File: src/rtl/synth_pkg.sv
// rtl/synth_pkg.sv - shared FSM state type, default widths and sample-format helpers for poly_wavetable_synth
package synth_pkg;

    localparam int DEF_SAMPLE_W = 8;
    localparam int DEF_TABLE_AW = 8;
    localparam int DEF_ENV_W    = 8;
    localparam int TABLE_LAT    = 2;

    typedef enum logic [1:0] {
        IDLE,
        ISSUE,
        DRAIN,
        OUTPUT
    } synth_state_t;

    // Offset binary and two's complement differ only in the sense of the MSB.
    function automatic logic signed [DEF_SAMPLE_W-1:0] offset_to_signed(
        input logic [DEF_SAMPLE_W-1:0] x
    );
        return {~x[DEF_SAMPLE_W-1], x[DEF_SAMPLE_W-2:0]};
    endfunction

    function automatic logic [DEF_SAMPLE_W-1:0] signed_to_offset(
        input logic signed [DEF_SAMPLE_W-1:0] x
    );
        return {~x[DEF_SAMPLE_W-1], x[DEF_SAMPLE_W-2:0]};
    endfunction

endpackage

File: src/rtl/voice_envelope.sv
// rtl/voice_envelope.sv - linear attack/release envelope for one voice, stepping once per sample tick
module voice_envelope #(
    parameter int ENV_W        = 8,
    parameter int ATTACK_STEP  = 16,
    parameter int RELEASE_STEP = 4
) (
    input  logic             clk_in,
    input  logic             rst_in,
    input  logic             i_tick,
    input  logic             i_gate,
    output logic [ENV_W-1:0] o_env,
    output logic             o_is_silent
);

    localparam logic [ENV_W:0]   ENV_MAX_EXT = {1'b0, {ENV_W{1'b1}}};
    localparam logic [ENV_W-1:0] ENV_FULL    = {ENV_W{1'b1}};
    localparam logic [ENV_W:0]   ATK_EXT     = (ENV_W+1)'(ATTACK_STEP);
    localparam logic [ENV_W-1:0] REL_STEP    = ENV_W'(RELEASE_STEP);

    logic [ENV_W-1:0] r_env;
    logic [ENV_W:0]   w_up;
    logic [ENV_W-1:0] w_env_next;

    assign w_up = {1'b0, r_env} + ATK_EXT;

    always_comb begin
        w_env_next = r_env;
        if (i_gate) begin
            w_env_next = (w_up > ENV_MAX_EXT) ? ENV_FULL : w_up[ENV_W-1:0];
        end else if (r_env < REL_STEP) begin
            w_env_next = '0;
        end else begin
            w_env_next = r_env - REL_STEP;
        end
    end

    always_ff @(posedge clk_in or posedge rst_in) begin
        if (rst_in) begin
            r_env <= '0;
        end else if (i_tick) begin
            r_env <= w_env_next;
        end
    end

    assign o_env       = r_env;
    assign o_is_silent = (r_env == '0);

endmodule

File: src/rtl/poly_wavetable_synth.sv
// rtl/poly_wavetable_synth.sv - polyphonic wavetable voice mixer sharing one table BRAM across voices
// Optional 2x gain with saturation when POLY_SYNTH_SOFT_CLIP_EN is defined.
module poly_wavetable_synth
    import synth_pkg::*;
#(
    parameter int NUM_VOICES   = 4,
    parameter int SAMPLE_DIV   = 2500,
    parameter int PHASE_W      = 32,
    parameter int TABLE_AW     = DEF_TABLE_AW,
    parameter int SAMPLE_W     = DEF_SAMPLE_W,
    parameter int ENV_W        = DEF_ENV_W,
    parameter int ATTACK_STEP  = 16,
    parameter int RELEASE_STEP = 4
) (
    input  logic                                clk_in,
    input  logic                                rst_in,
    input  logic [NUM_VOICES-1:0]               voice_gate_in,
    input  logic [NUM_VOICES-1:0][PHASE_W-1:0]  voice_tuning_in,
    output logic [TABLE_AW-1:0]                 table_addr_out,
    input  logic [SAMPLE_W-1:0]                 table_data_in,
    output logic [SAMPLE_W-1:0]                 sample_out,
    output logic                                sample_valid_out,
    output logic                                busy_out
);

    localparam int LOG2_N  = $clog2(NUM_VOICES);
    localparam int ACC_W   = SAMPLE_W + LOG2_N;
    localparam int PROD_W  = SAMPLE_W + ENV_W + 1;
    localparam int CNT_W   = $clog2(SAMPLE_DIV);
    localparam int DRAIN_W = (TABLE_LAT > 1) ? $clog2(TABLE_LAT) : 1;

    localparam logic [LOG2_N-1:0]  LAST_VOICE = LOG2_N'(NUM_VOICES - 1);
    localparam logic [DRAIN_W-1:0] DRAIN_LAST = DRAIN_W'(TABLE_LAT - 1);
    localparam logic [SAMPLE_W-1:0] SILENCE   = {1'b1, {(SAMPLE_W-1){1'b0}}};

    if (SAMPLE_DIV < NUM_VOICES + 4) begin : g_bad_div
        $error("SAMPLE_DIV must be at least NUM_VOICES+4");
    end
    if (NUM_VOICES < 2 || NUM_VOICES > 16 || (NUM_VOICES & (NUM_VOICES - 1)) != 0) begin : g_bad_voices
        $error("NUM_VOICES must be a power of two in 2..16");
    end

    logic [CNT_W-1:0] r_tick_cnt;
    logic             w_tick;

    assign w_tick = (r_tick_cnt == CNT_W'(SAMPLE_DIV - 1));

    always_ff @(posedge clk_in or posedge rst_in) begin
        if (rst_in) begin
            r_tick_cnt <= '0;
        end else if (w_tick) begin
            r_tick_cnt <= '0;
        end else begin
            r_tick_cnt <= r_tick_cnt + CNT_W'(1);
        end
    end

    logic [ENV_W-1:0]      w_env        [NUM_VOICES];
    logic [NUM_VOICES-1:0] w_silent;
    logic [PHASE_W-1:0]    r_phase      [NUM_VOICES];
    logic [PHASE_W-1:0]    w_phase_next [NUM_VOICES];

    for (genvar v = 0; v < NUM_VOICES; v++) begin : g_voice
        voice_envelope #(
            .ENV_W        (ENV_W),
            .ATTACK_STEP  (ATTACK_STEP),
            .RELEASE_STEP (RELEASE_STEP)
        ) u_env (
            .clk_in      (clk_in),
            .rst_in      (rst_in),
            .i_tick      (w_tick),
            .i_gate      (voice_gate_in[v]),
            .o_env       (w_env[v]),
            .o_is_silent (w_silent[v])
        );

        // A released, fully decayed voice parks at phase 0 so a retrigger starts cleanly.
        assign w_phase_next[v] = (!voice_gate_in[v] && w_silent[v]) ? '0
                               : r_phase[v] + voice_tuning_in[v];
    end

    always_ff @(posedge clk_in or posedge rst_in) begin
        if (rst_in) begin
            for (int v = 0; v < NUM_VOICES; v++) r_phase[v] <= '0;
        end else if (w_tick) begin
            for (int v = 0; v < NUM_VOICES; v++) r_phase[v] <= w_phase_next[v];
        end
    end

    synth_state_t       r_state;
    synth_state_t       w_state_next;
    logic [LOG2_N-1:0]  r_voice_idx;
    logic [LOG2_N-1:0]  w_idx_inc;
    logic [DRAIN_W-1:0] r_drain_cnt;
    logic [TABLE_AW-1:0] r_table_addr;

    assign w_idx_inc = r_voice_idx + LOG2_N'(1);

    always_ff @(posedge clk_in or posedge rst_in) begin
        if (rst_in) begin
            r_state <= IDLE;
        end else begin
            r_state <= w_state_next;
        end
    end

    always_comb begin
        w_state_next = r_state;
        unique case (r_state)
            IDLE:    if (w_tick) w_state_next = ISSUE;
            ISSUE:   if (r_voice_idx == LAST_VOICE) w_state_next = DRAIN;
            DRAIN:   if (r_drain_cnt == DRAIN_LAST) w_state_next = OUTPUT;
            OUTPUT:  w_state_next = IDLE;
            default: w_state_next = IDLE;
        endcase
    end

    // Voice 0's address comes straight from the phase being committed at the tick.
    always_ff @(posedge clk_in or posedge rst_in) begin
        if (rst_in) begin
            r_table_addr <= '0;
            r_voice_idx  <= '0;
            r_drain_cnt  <= '0;
        end else begin
            r_drain_cnt <= (r_state == DRAIN) ? r_drain_cnt + DRAIN_W'(1) : '0;
            if (w_tick) begin
                r_table_addr <= w_phase_next[0][PHASE_W-1 -: TABLE_AW];
                r_voice_idx  <= '0;
            end else if (r_state == ISSUE) begin
                r_voice_idx <= w_idx_inc;
                if (r_voice_idx != LAST_VOICE) begin
                    r_table_addr <= r_phase[w_idx_inc][PHASE_W-1 -: TABLE_AW];
                end
            end
        end
    end

    logic [TABLE_LAT-1:0] r_rd_vld;
    logic [LOG2_N-1:0]    r_rd_idx [TABLE_LAT];

    always_ff @(posedge clk_in or posedge rst_in) begin
        if (rst_in) begin
            r_rd_vld <= '0;
            for (int i = 0; i < TABLE_LAT; i++) r_rd_idx[i] <= '0;
        end else begin
            r_rd_vld    <= {r_rd_vld[TABLE_LAT-2:0], r_state == ISSUE};
            r_rd_idx[0] <= r_voice_idx;
            for (int i = 1; i < TABLE_LAT; i++) r_rd_idx[i] <= r_rd_idx[i-1];
        end
    end

    logic                       w_rd_vld;
    logic [LOG2_N-1:0]          w_rd_idx;
    logic                       w_rd_last;
    logic signed [SAMPLE_W-1:0] w_s;
    logic signed [PROD_W-1:0]   w_s_ext;
    logic [PROD_W-1:0]          w_env_ext;
    logic signed [PROD_W-1:0]   w_prod;
    logic signed [SAMPLE_W-1:0] w_p;
    logic signed [ACC_W-1:0]    w_p_ext;
    logic signed [ACC_W-1:0]    r_acc;
    logic signed [ACC_W-1:0]    w_acc_next;
    logic signed [SAMPLE_W-1:0] w_mix;

    assign w_rd_vld   = r_rd_vld[TABLE_LAT-1];
    assign w_rd_idx   = r_rd_idx[TABLE_LAT-1];
    assign w_rd_last  = w_rd_vld && (w_rd_idx == LAST_VOICE);
    assign w_s        = offset_to_signed(table_data_in);
    assign w_s_ext    = PROD_W'(w_s);
    assign w_env_ext  = PROD_W'(w_env[w_rd_idx]);
    assign w_prod     = w_s_ext * $signed(w_env_ext);
    assign w_p        = SAMPLE_W'(w_prod >>> ENV_W);
    assign w_p_ext    = ACC_W'(w_p);
    assign w_acc_next = r_acc + w_p_ext;

`ifdef POLY_SYNTH_SOFT_CLIP_EN
    localparam logic signed [ACC_W-1:0] MIX_MAX = ACC_W'((2 ** (SAMPLE_W - 1)) - 1);
    localparam logic signed [ACC_W-1:0] MIX_MIN = ACC_W'(-(2 ** (SAMPLE_W - 1)));

    logic signed [ACC_W-1:0] w_gain;

    assign w_gain = w_acc_next >>> (LOG2_N - 1);

    always_comb begin
        w_mix = SAMPLE_W'(w_gain);
        if (w_gain > MIX_MAX) begin
            w_mix = SAMPLE_W'(MIX_MAX);
        end else if (w_gain < MIX_MIN) begin
            w_mix = SAMPLE_W'(MIX_MIN);
        end
    end
`else
    assign w_mix = SAMPLE_W'(w_acc_next >>> LOG2_N);
`endif

    logic [SAMPLE_W-1:0] r_sample;
    logic                r_valid;

    // The last voice's product is folded in combinationally so valid lands N+3 cycles after the tick.
    always_ff @(posedge clk_in or posedge rst_in) begin
        if (rst_in) begin
            r_acc    <= '0;
            r_sample <= SILENCE;
            r_valid  <= 1'b0;
        end else begin
            r_valid <= w_rd_last;
            if (w_tick) begin
                r_acc <= '0;
            end else if (w_rd_vld) begin
                r_acc <= w_acc_next;
            end
            if (w_rd_last) begin
                r_sample <= signed_to_offset(w_mix);
            end
        end
    end

    assign table_addr_out   = r_table_addr;
    assign sample_out       = r_sample;
    assign sample_valid_out = r_valid;
    assign busy_out         = (r_state == ISSUE) || (r_state == DRAIN);

endmodule
File: config.mk
export PLATFORM = sky130hd
export DESIGN_NAME = poly_wavetable_synth
export DESIGN_NICKNAME = d
export VERILOG_FILES = /design/src/rtl/synth_pkg.sv /design/src/rtl/voice_envelope.sv /design/src/rtl/poly_wavetable_synth.sv
export SDC_FILE = /design/constraint.sdc
export NUM_CORES = 1
export LEC_CHECK = 0
export BUFFER_PORTS_ARGS = -buffer_cell sky130_fd_sc_hd__buf_2
export CORE_UTILIZATION = 50
export DETAILED_ROUTE_END_ITERATION = 12
export HOLD_SLACK_MARGIN = 0.08
export PLACE_DENSITY = 0.76
export REMOVE_ABC_BUFFERS = 1
export SLEW_MARGIN = 20
export SYNTH_ARGS = -nofsm -noshare
export SYNTH_HDL_FRONTEND = slang
export SYNTH_SLANG_ARGS = --single-unit
File: constraint.sdc
create_clock -name clk_in -period 7.8 [get_ports clk_in]
set_input_delay 0.78 -clock clk_in [delete_from_list [all_inputs] [get_ports clk_in]]
set_output_delay 0.78 -clock clk_in [all_outputs]
set_load 0.05 [all_outputs]
==> summary.md, run 1 <==
| Metric | Value |
|---|---|
| Met3 wire len | `2710 um` |
| Min cycle time layout | `approximately 6.9 ns` |
| Setup TNS | `0 ns` |
| Post-synth top flop | `dfrtp_1` |
| Achievable frequency | `145 MHz` |
| Period Utilization, post-route | `88.3%` |
| Fill cells | `3067` |
| Worst-path clk slew | `0.06 ns` |
| WL final | `43400 um` |
| Final ANT Viol Nets | `0` |
| Die area | `between 0.03 and 0.04 mm^2` |
| Vias in the first global route | `15100` |
| Port Buffer Count | `159` |
| VDD IR max | `0.000174 V` |
| FP Rows | `68` |
| H-tree depth | `1` |
| HPWL Detailed | `32000 um` |
| Hold Violations, Final | `0` |
| Multi-input gate area in the final layout | `0.0117 mm^2` |
| Num ports | `160` |
| Register area share after synthesis | `29.4%` |
| Worst Path Arrival | `7.29 ns` |
| Final Slew Violations | `0` |
| CORE AREA | `about 0.035 mm^2` |
| # clock sinks | `206` |
| Fraction of layout cells with a size suffix above 1 | `11.5%` |
| Async S/R FF share, synth | `between 90% and 100%` |
| HP Class | `in -> async` |
| Wire per inst | `about 17 um` |
| Top post-synthesis cells by count | `nand2_1, dfrtp_1, ha_1, a21oi_1, o21ai_1` |
| Cell taking the most area after synthesis | `dfrtp_1` |
| Final setup vio count | `0` |
| Most frequent cell after synthesis | `nand2_1` |
| Endpoint type of the worst setup path | `flip-flop` |
| Max Used Layer | `met5` |
| Die Wd | `189 um` |
| Die Y | `189 um` |
| Max incr delay on CP | `0.68 ns` |
| Pre-antenna DRT Iters | `5` |
| Via-to-Cell Ratio | `5.76` |
| Worst path most repeated cell | `inv_1` |
| Post-synth EDFFs | `0` |
| Initial core utilization | `50.7%` |
| Seq cells post-synth | `206` |
| Worst Hold Slack | `0.311 ns` |
| Post-CTS setup buffers | `0` |
| Synth cell types | `80` |
| CTS Hold Bufs | `0` |
| Nets | `between 2000 and 3000` |
| Critical path startpoint category | `flip-flop` |
| Mapped Area | `0.0175 mm^2` |
| P_leak | `about 9.2 nW` |
| Critical path class | `reg -> reg` |
| Num CTS Buffers | `26` |
| Crit-path slowest cell | `o41ai_1` |
| GP Congestion | `0.906` |
| Crit path required time | `8.20 ns` |
| Pin count of the biggest net entering global routing | `90` |
| Status | `finished, final reports clean` |
| Syn Inst Count | `2011` |
| Synth Area per Inst | `8.71 um^2` |
| Clk_lat worst skew | `0.55 ns` |
| DRC viols | `0` |
| Post-synth top area share | `29.3%` |
| P&R area growth vs syn | `12.0%` |
| PD cells | `roughly 160 mW/mm^2` |
| Warnings from Yosys | `0` |
| Crit-path max FO | `9` |
| Seq. cell area | `0.00516 mm^2` |
| First-pass GRT wire length | `72600 um` |
| Main area contributors after synthesis | `dfrtp_1, ha_1, nand2_1, a21oi_1, fa_1` |
| Tightest Pin Transition | `1.00 ns` |
| Congestion Overflow GR | `0` |
| TritonCTS clock tree | `done` |
| RSZ-0062 raised after global routing | `no` |
| DR WL met2 | `20500 um` |
| Initial antenna violation count | `9` |
| Drt initial violations | `769` |
| Slew HR | `33.3%` |
| Clock buffer depth | `3` |
| Metal-1 WL | `roughly 19000 um` |
| Max Cap Viol | `0` |
| Root Driver | `clkbuf_16` |
| Clock Skew | `about 0.012 ns` |
| Post-CTS sizing | `0` |
| DR vias | `between 15000 and 20000` |
| Total GRT Usage | `roughly a quarter` |
## registers in the layout, indices dropped and copies added, names as in the netlist
signal               flops
g_voice.u_env.o_env     28
r_acc                   10
r_drain_cnt              1
r_phase                128
r_rd_idx                 2
r_rd_vld                 2
r_state                  2
r_tick_cnt              12
r_voice_idx              2
sample_out               8
sample_valid_out         1
table_addr_out           8
w_rd_idx                 2
## final timing paths
kind                       cells after the start                end   startpoint  slack (ns)
setup / recovery                              25           r_acc[9]  w_rd_idx[0]        0.91
hold / removal                                 2           r_acc[6]       rst_in        0.31
setup reg to reg                              25           r_acc[9]  w_rd_idx[0]        0.91
hold reg to reg                                0        r_rd_vld[1]  r_rd_vld[0]        0.36
max in group asynchronous                      3  table_addr_out[7]       rst_in        6.14
min in group clk_in                            0        r_rd_vld[1]  r_rd_vld[0]        0.36
## through the flow
stage                     instances  setup slack [ns]  utilization (%)  total power [mW]  instance area (um^2)
after floorplan                1943              1.18                -              1.64                 17200
after global placement         2564              1.06             54.1              1.79                 18700
after detailed placement       2564             0.903             54.1              1.81                 18700
after CTS                      2612             0.881             56.7              3.11                 19600
after global routing           2614             0.351             56.7              3.25                 19600
final                          2618             0.914             56.8              3.07                 19600
## final cells by class
cell class / count / area share, %
Antenna cell: 6 / 0.0766
Clock buffer: 34 / 3.73
Clock inverter: 14 / 0.880
Inverter: 110 / 2.14
Multi-Input combinational cell: 1627 / 59.6
Sequential cell: 206 / 26.3
Tap cell: 455 / 2.90
Timing Repair Buffer: 166 / 4.33
## logic make-up (layout without fill, tap and decap cells)
logic type      Yosys count  in the layout  synth area share, %
compound gates          569            569                 20.5
simple gates            637            637                 16.9
xor+xnor                138            138                 6.98
buf+inv                 178            324                 3.87
other cells               0              6                    0
flops                   206            206                 29.4
fa+ha+maj               245            245                 19.1
mux                      38             38                 3.24
## layer usage
metal | global-route usage [%] | vias up
met2 | 42.1 | 387
met3 | 5.10 | 75
met1 | 31.2 | 7172
met5 | 0 | -
li1 | - | 7445
met4 | 6.58 | 8
## critical path, delay by kind of cell (launching register included)
kind / cells / cell delay (ns)
adder cells (fa/ha/maj): 6 / 2.46
AO/OA/AOI/OAI: 7 / 1.52
AND/OR/NAND/NOR: 5 / 0.84
buffers and inverters: 4 / 0.21
multiplexers: 2 / 0.86
XOR/XNOR: 1 / 0.29
flip-flops: 1 / 0.57
## cell usage in the layout, fill, tap and decap left out, drive strengths merged, types with 17 or more instances in the layout
cell type and instances:
a21oi 158, xor2 57, a31oi 17, clkbuf 34
o21bai 18, o21ai 179, nand2 259, buf 166
ha 203, and2 53, fa 39, nand4 24
dfrtp 205, inv 110, xnor2 80, a21o 67
nand3 63, nor2 120, nand2b 20, o31ai 19
mux2i 23, nor3 38
## power by group
| part | internal [mW] | switching (mW) | total (mW) |
|---|---|---|---|
| clock | 0.790 | 0.494 | 1.28 |
| sequential | 1.07 | 0.0105 | 1.09 |
| combinational | 0.307 | 0.399 | 0.706 |
Note: power is estimated with default switching activity, not from simulation.
==> inputs of run 2 (changes only) <==
ABC_AREA = 1   (was not set)
PLACE_DENSITY = 0.75   (was 0.76)
==> run 2 against run 1 <==
Net effect: first-iteration DRC count increased by 77%; hold slack better by 0.053 ns; sequential cell count stayed put; maximum frequency is 7.6% higher; synthesized cell count is 48% higher; non-clock buffer count is 4 lower; clock-buffer cell count decreased by 2; clock skew is 0.027 ns higher; final area up 11%.
==> summary.md, run 2 <==
| Metric | Value |
|---|---|
| # clock sinks | `206` |
| Critical path startpoint category | `flip-flop` |
| Pin count of the biggest net entering global routing | `~130` |
| Die Wd | `201 um` |
| Kind of cell adding the most delay to the critical path | `adder cells` |
| Mapped Area | `0.0197 mm^2` |
| Status | `finished, final reports clean` |
| PD cells | `around 140 mW/mm^2` |
| Max FFs per register | `128` |
| Post-synth top flop | `dfrtp_1` |
| Largest Register | `r_phase` |
| HP Class | `reg -> reg` |
| Die Y | `201 um` |
| Initial antenna violation count | `9` |
| Crit path buf inv count | `7` |
| Via-to-Cell Ratio | `5.40` |
| Leading cell types in the layout, fill and taps excluded | `nand2_1, inv_1, nor2_1, dfrtp_1, ha_1` |
| First-pass GRT wire length | `92200 um` |
| Crit-path max FO | `29` |
| Final setup vio count | `0` |
| Hold Violations, Final | `0` |
| Setup TNS | `0 ns` |
| P_leak | `11.4 nW` |
| Vias in the first global route | `19000` |
| Fraction of layout cells with a size suffix above 1 | `8.15%` |
| Critical path class | `reg -> reg` |
| Main area contributors after synthesis | `dfrtp_1, nand2_1, ha_1, inv_1, nor2_1` |
| Post-synth EDFFs | `0` |
| Slew HR | `34.7%` |
| Async S/R FF share, synth | `100%` |
| Total GRT Usage | `between 20% and 30%` |
| Post-CTS setup buffers | `0` |
| Synth cell types | `51` |
| H-tree depth | `1` |
| Clock buffer depth | `3` |
| Drt initial violations | `between 1000 and 1500` |
| Pre-antenna DRT Iters | `7` |
| CTS Hold Bufs | `0` |
| Crit path required time | `between 8 and 9 ns` |
| Die area | `0.0402 mm^2` |
| Num CTS Buffers | `26` |
| Post-synth top area share | `a little over a quarter` |
| FP Rows | `72` |
| Period Utilization, post-route | `82.0%` |
| Worst-path clk slew | `0.06 ns` |
| Cell Area, Placed | `0.0209 mm^2` |
| Most frequent cell after synthesis | `nand2_1` |
| CORE AREA | `0.0387 mm^2` |
| P&R area growth vs syn | `10.7%` |
| Syn Inst Count | `2973` |
| Synth Area per Inst | `6.63 um^2` |
| Congestion Overflow GR | `0` |
| Final ANT Viol Nets | `0` |
| Port Buffer Count | `between 150 and 200` |
| Num ports | `160` |
| Achievable frequency | `156 MHz` |
| Cell taking the most area after synthesis | `dfrtp_1` |
| Wire per inst | `14.9 um` |
| TritonCTS clock tree | `done` |
| Initial core utilization | `between 50% and 60%` |
| DRC viols | `0` |
| Commonest non-fill, non-tap cell in the layout | `nand2_1` |
| WL final | `about 55000 um` |
| Max incr delay on CP | `approximately 0.76 ns` |
| Worst path most repeated cell | `inv_1` |
| Nets | `3506` |
| Warnings from Yosys | `0` |
| DR vias | `19800` |
| Clk_lat worst skew | `0.57 ns` |
| GP Congestion | `0.966` |
| Max Cap Viol | `0` |
| Tightest Pin Transition | `0.979 ns` |
| Root Driver | `clkbuf_16` |
| Top post-synthesis cells by count | `nand2_1, inv_1, nor2_1, dfrtp_1, ha_1` |
| Min cycle time layout | `6.40 ns` |
| Endpoint type of the worst setup path | `flip-flop` |
| Register area share after synthesis | `26.2%` |
| HPWL Detailed | `between 40000 and 50000 um` |
| Clock Skew | `0.0395 ns` |
| Crit-path slowest cell | `dfrtp_1` |
| Final Slew Violations | `0` |
| Post-CTS sizing | `0` |
| RSZ-0062 raised after global routing | `no` |
| Final Cell Area | `0.0218 mm^2` |
| Worst Hold Slack | `approximately 0.36 ns` |
| Seq cells post-synth | `between 200 and 250` |
| Worst Path Arrival | `6.81 ns` |
| VDD IR max | `0.000209 V` |
==> run 2: cell types whose count changed in the layout (fill, tap and decap cells not counted), moves of 17 or more <==
cell,previous run,this run
o21ai_1,127,18
nand3_1,63,179
mux2i_1,23,0
o21ai_0,52,150
and2_1,53,1
nor2_1,120,299
nand2_1,259,982
a21oi_1,158,201
o31ai_1,19,2
a21o_1,67,11
inv_1,109,381
xnor2_1,80,9
nand2b_1,20,0
==> run 2: layout make-up <==
cell class | instances | area, um^2
Fill cell | 3841 | 16900
Clock inverter | 15 | 145
Tap cell | 518 | 648
Antenna cell | 7 | 17.5
Multi-Input combinational cell | 2337 | 12900
Sequential cell | 206 | 5160
Clock buffer | 32 | 703
Inverter | 389 | 1470
Timing Repair Buffer | 162 | 822
==> run 2: worst paths after layout <==
path                             startpoint            end  slack (ns)  cells after the start
min in group asynchronous            rst_in    r_phase[43]        0.42                      2
worst max register to register  w_rd_idx[0]  sample_out[4]        1.40                     26
worst max-delay path            w_rd_idx[0]  sample_out[4]        1.40                     26
worst min register to register  r_rd_vld[0]    r_rd_vld[1]        0.36                      0
worst min-delay path            r_rd_vld[0]    r_rd_vld[1]        0.36                      0
max in group asynchronous            rst_in   r_phase[103]        6.11                      3
==> run 2: kinds of logic (layout without fill, tap and decap cells) <==
kind of cell / count (synthesis) / in the layout / synth area share [%]
flip-flops: 206 / 206 / 26.2
XOR/XNOR: 51 / 51 / 2.27
buffers and inverters: 430 / 598 / 8.62
adder cells (fa/ha/maj): 242 / 242 / 16.8
other: 0 / 7 / 0
AO/OA/AOI/OAI: 464 / 464 / 13.2
AND/OR/NAND/NOR: 1580 / 1580 / 32.9
==> run 2: layer usage <==
layer	vias up	wire [um]	track usage [%]
li1	9932	-	-
met1	9199	25000	37.2
met2	564	25300	46.0
met3	88	2970	3.23
met4	6	1220	7.47
met5	-	32	0
==> run 2: metrics by stage <==
stage,util (%),cells,power [mW],setup WS [ns]
floorplan,-,2932,1.64,1.40
global placement,54.1,3612,1.82,1.62
detailed placement,54.1,3612,1.83,1.47
CTS,56.3,3659,3.06,1.42
global route,56.3,3665,3.23,0.772
finish,56.3,3666,3.04,1.40
==> run 2: report_power, final <==
| part | total [mW] | leakage [nW] | switching [mW] | internal (mW) |
|---|---|---|---|---|
| Clock | 1.21 | 0.420 | 0.507 | 0.707 |
| Sequential | 1.08 | 2.05 | 0.00292 | 1.07 |
| Combinational | 0.748 | 8.92 | 0.476 | 0.271 |
==> inputs of run 3 (changes only) <==
ABC_AREA = 0   (was 1)
PLACE_DENSITY = 0.76   (was 0.75)
clock period = 6 ns   (was 7.8 ns; I/O delays follow)
==> run 3 against run 2 <==
Net effect: the flow now finishes with violations (negative setup slack); sequential share of layout area up 1.2 points; clock skew shrank 0.022 ns; clock-buffer cell count is 1 lower; critical path depth is 6 higher; global-route usage down 2.2 points; highest routed layer unchanged; die area fell by 11%; sequential cell count unchanged; final cell count down 26%; maximum frequency grew 3.8%; non-clock buffer count rose by 93; total power is 48% higher.
==> summary.md, run 3 (synthesis results as in run 1) <==
| Metric | Value |
|---|---|
| Final Cell Area | `about 0.021 mm^2` |
| Critical path class | `reg -> reg` |
| Clk pwr share | `41.3%` |
| First-pass GRT wire length | `74400 um` |
| Final ANT Viol Nets | `0` |
| Clk_lat worst skew | `0.55 ns` |
| Seq. cell area | `0.00516 mm^2` |
| Tightest Pin Transition | `1.08 ns` |
| Fill cells | `2974` |
| Commonest non-fill, non-tap cell in the layout | `nand2_1` |
| Vias in the first global route | `15500` |
| Total GRT Usage | `between 20% and 30%` |
| Clock Skew | `0.0179 ns` |
| Leading cell types in the layout, fill and taps excluded | `nand2_1, dfrtp_1, ha_1, buf_2, a21oi_1` |
| Pre-antenna DRT Iters | `5` |
| Via-to-Cell Ratio | `5.77` |
| Pint | `between 3 and 4 mW` |
| GP Congestion | `0.906` |
| Min cycle time layout | `6.17 ns` |
| Endpoint type of the worst setup path | `flip-flop` |
| PD cells | `217 mW/mm^2` |
| Util after Layout | `60.0%` |
| P&R area growth vs syn | `18.4%` |
| Switching share of total power | `28.9%` |
| RSZ-0062 raised after global routing | `yes` |
| P_leak | `9.73 nW` |
| Worst Path Arrival | `around 6.6 ns` |
| DR vias | `15600` |
| Switching power total | `1.30 mW` |
| Fraction of layout cells with a size suffix above 1 | `between 10% and 20%` |
| Drt initial violations | `814` |
| DRC viols | `0` |
| Share of power burned in registers | `31.2%` |
| Slew HR | `about 28%` |
| H-tree depth | `1` |
| Num ports | `160` |
| Status | `complete, but fails checks` |
| Logic pwr share | `between 20 and 30%` |
| Crit path required time | `6.44 ns` |
| Initial antenna violation count | `9` |
| Num CTS Buffers | `26` |
| FP Rows | `68` |
| VDD IR max | `between 0.0002 and 0.00025 V` |
| Congestion Overflow GR | `0` |
| Met2 Usage GRT | `43.9%` |
| Period Utilization, post-route | `103%` |
| CTS Hold Bufs | `0` |
| Root Driver | `clkbuf_16` |
| Crit-path slowest cell | `mux4_2` |
| Final setup vio count | `7` |
| HPWL Detailed | `around 33000 um` |
| CORE AREA | `0.0345 mm^2` |
| Crit-path max FO | `6` |
| Cell Area, Placed | `~0.019 mm^2` |
| WL final | `45600 um` |
| Global routing usage on met1 | `31.8%` |
| Die Y | `189 um` |
| Global route hottest layer | `met2` |
| Max Cap Viol | `0` |
| Die Wd | `189 um` |
| Final Slew Violations | `0` |
| Hold Violations, Final | `0` |
| Die area | `0.0358 mm^2` |
| Port Buffer Count | `approximately 160` |
| Nets | `2610` |
| Failing checks | `negative setup slack` |
| Grt met3 use | `4.73%` |
| Pin count of the biggest net entering global routing | `96` |
| FF-to-FF Start | `w_rd_idx[0]` |
| Max FFs per register | `128` |
| Critical Path Source | `w_rd_idx[0]` |
| Reg2reg path depth | `32` |
| Setup TNS | `-0.639 ns` |
| Multi-input gate area in the final layout | `0.0120 mm^2` |
| Max incr delay on CP | `0.55 ns` |
| HP Class | `in -> async` |
| Wire per inst | `about 17 um` |
| Place WS | `-0.282 ns` |
| Initial core utilization | `50.7%` |
| Clock buffer depth | `3` |
| Worst-path clk slew | `0.06 ns` |
| # clock sinks | `206` |
| TritonCTS clock tree | `done` |
| Setup ws final | `-0.166 ns` |
| Critical path startpoint category | `flip-flop` |
| Achievable frequency | `approximately 160 MHz` |
| Largest Register | `r_phase` |
==> run 3: worst paths after layout <==
| path | end | slack (ns) |
|---|---|---|
| min in group clk_in | r_rd_vld[1] | 0.35 |
| max in group asynchronous | r_phase[7] | 4.54 |
| worst min register to register | r_rd_vld[1] | 0.35 |
| worst max register to register | r_acc[8] | -0.17 |
| worst min-delay path | r_acc[3] | 0.15 |
| worst max-delay path | r_acc[8] | -0.17 |
==> run 3: repair_timing <==
action,CTS,global route
buffers inserted,12,10
gates resized for setup,45,35
endpoints found under the hold margin,0,0
pin swaps,44,45
endpoints found under the setup margin,9,12
==> run 3: layer usage <==
| metal | part of all wire [%] | up-vias |
|---|---|---|
| li1 | - | 7630 |
| met1 | 43 | 7509 |
| met2 | 49 | 381 |
| met3 | 5.5 | 91 |
| met4 | 2.4 | 10 |
| met5 | 0.11 | - |
==> run 3: final cells by class <==
cell class	instances	share of cell area (%)
multi-input cells	1627	58.0
flip-flops and latches	206	24.9
repair buffers	255	7.44
clock buffers	31	3.48
well taps	455	2.75
inverters	110	2.03
clock inverters	17	1.40
diodes	5	0.0604
==> run 3: through the flow <==
| stage | hold slack [ns] | total power, mW | instances |
|---|---|---|---|
| 5_1_grt | 0.214 | 4.71 | 2705 |
| 2_1_floorplan | 0.331 | 2.13 | 1943 |
| 3_3_place_gp | 0.338 | 2.42 | 2633 |
| 4_1_cts | 0.173 | 4.41 | 2693 |
| 6_report | 0.149 | 4.49 | 2706 |
| 3_5_place_dp | 0.338 | 2.46 | 2633 |
==> run 3: power by group through the flow <==
stage / registers, mW / logic [mW] / clock network (mW)
floorplan: 1.43 / 0.702 / 0
global placement: 1.43 / 0.995 / 0
detailed placement: 1.43 / 1.03 / 0
CTS: 1.40 / 1.12 / 1.89
global route: 1.40 / 1.37 / 1.94
finish: 1.40 / 1.23 / 1.86
==> run 3: worst max-delay path: cells and delay by family, from the launching register on <==
kind,cells,cell delay (ns)
fa+ha+maj,6,2.02
flops,1,0.37
xor+xnor,2,0.31
compound gates,8,1.20
mux,2,0.64
simple gates,7,0.86
buf+inv,7,0.66
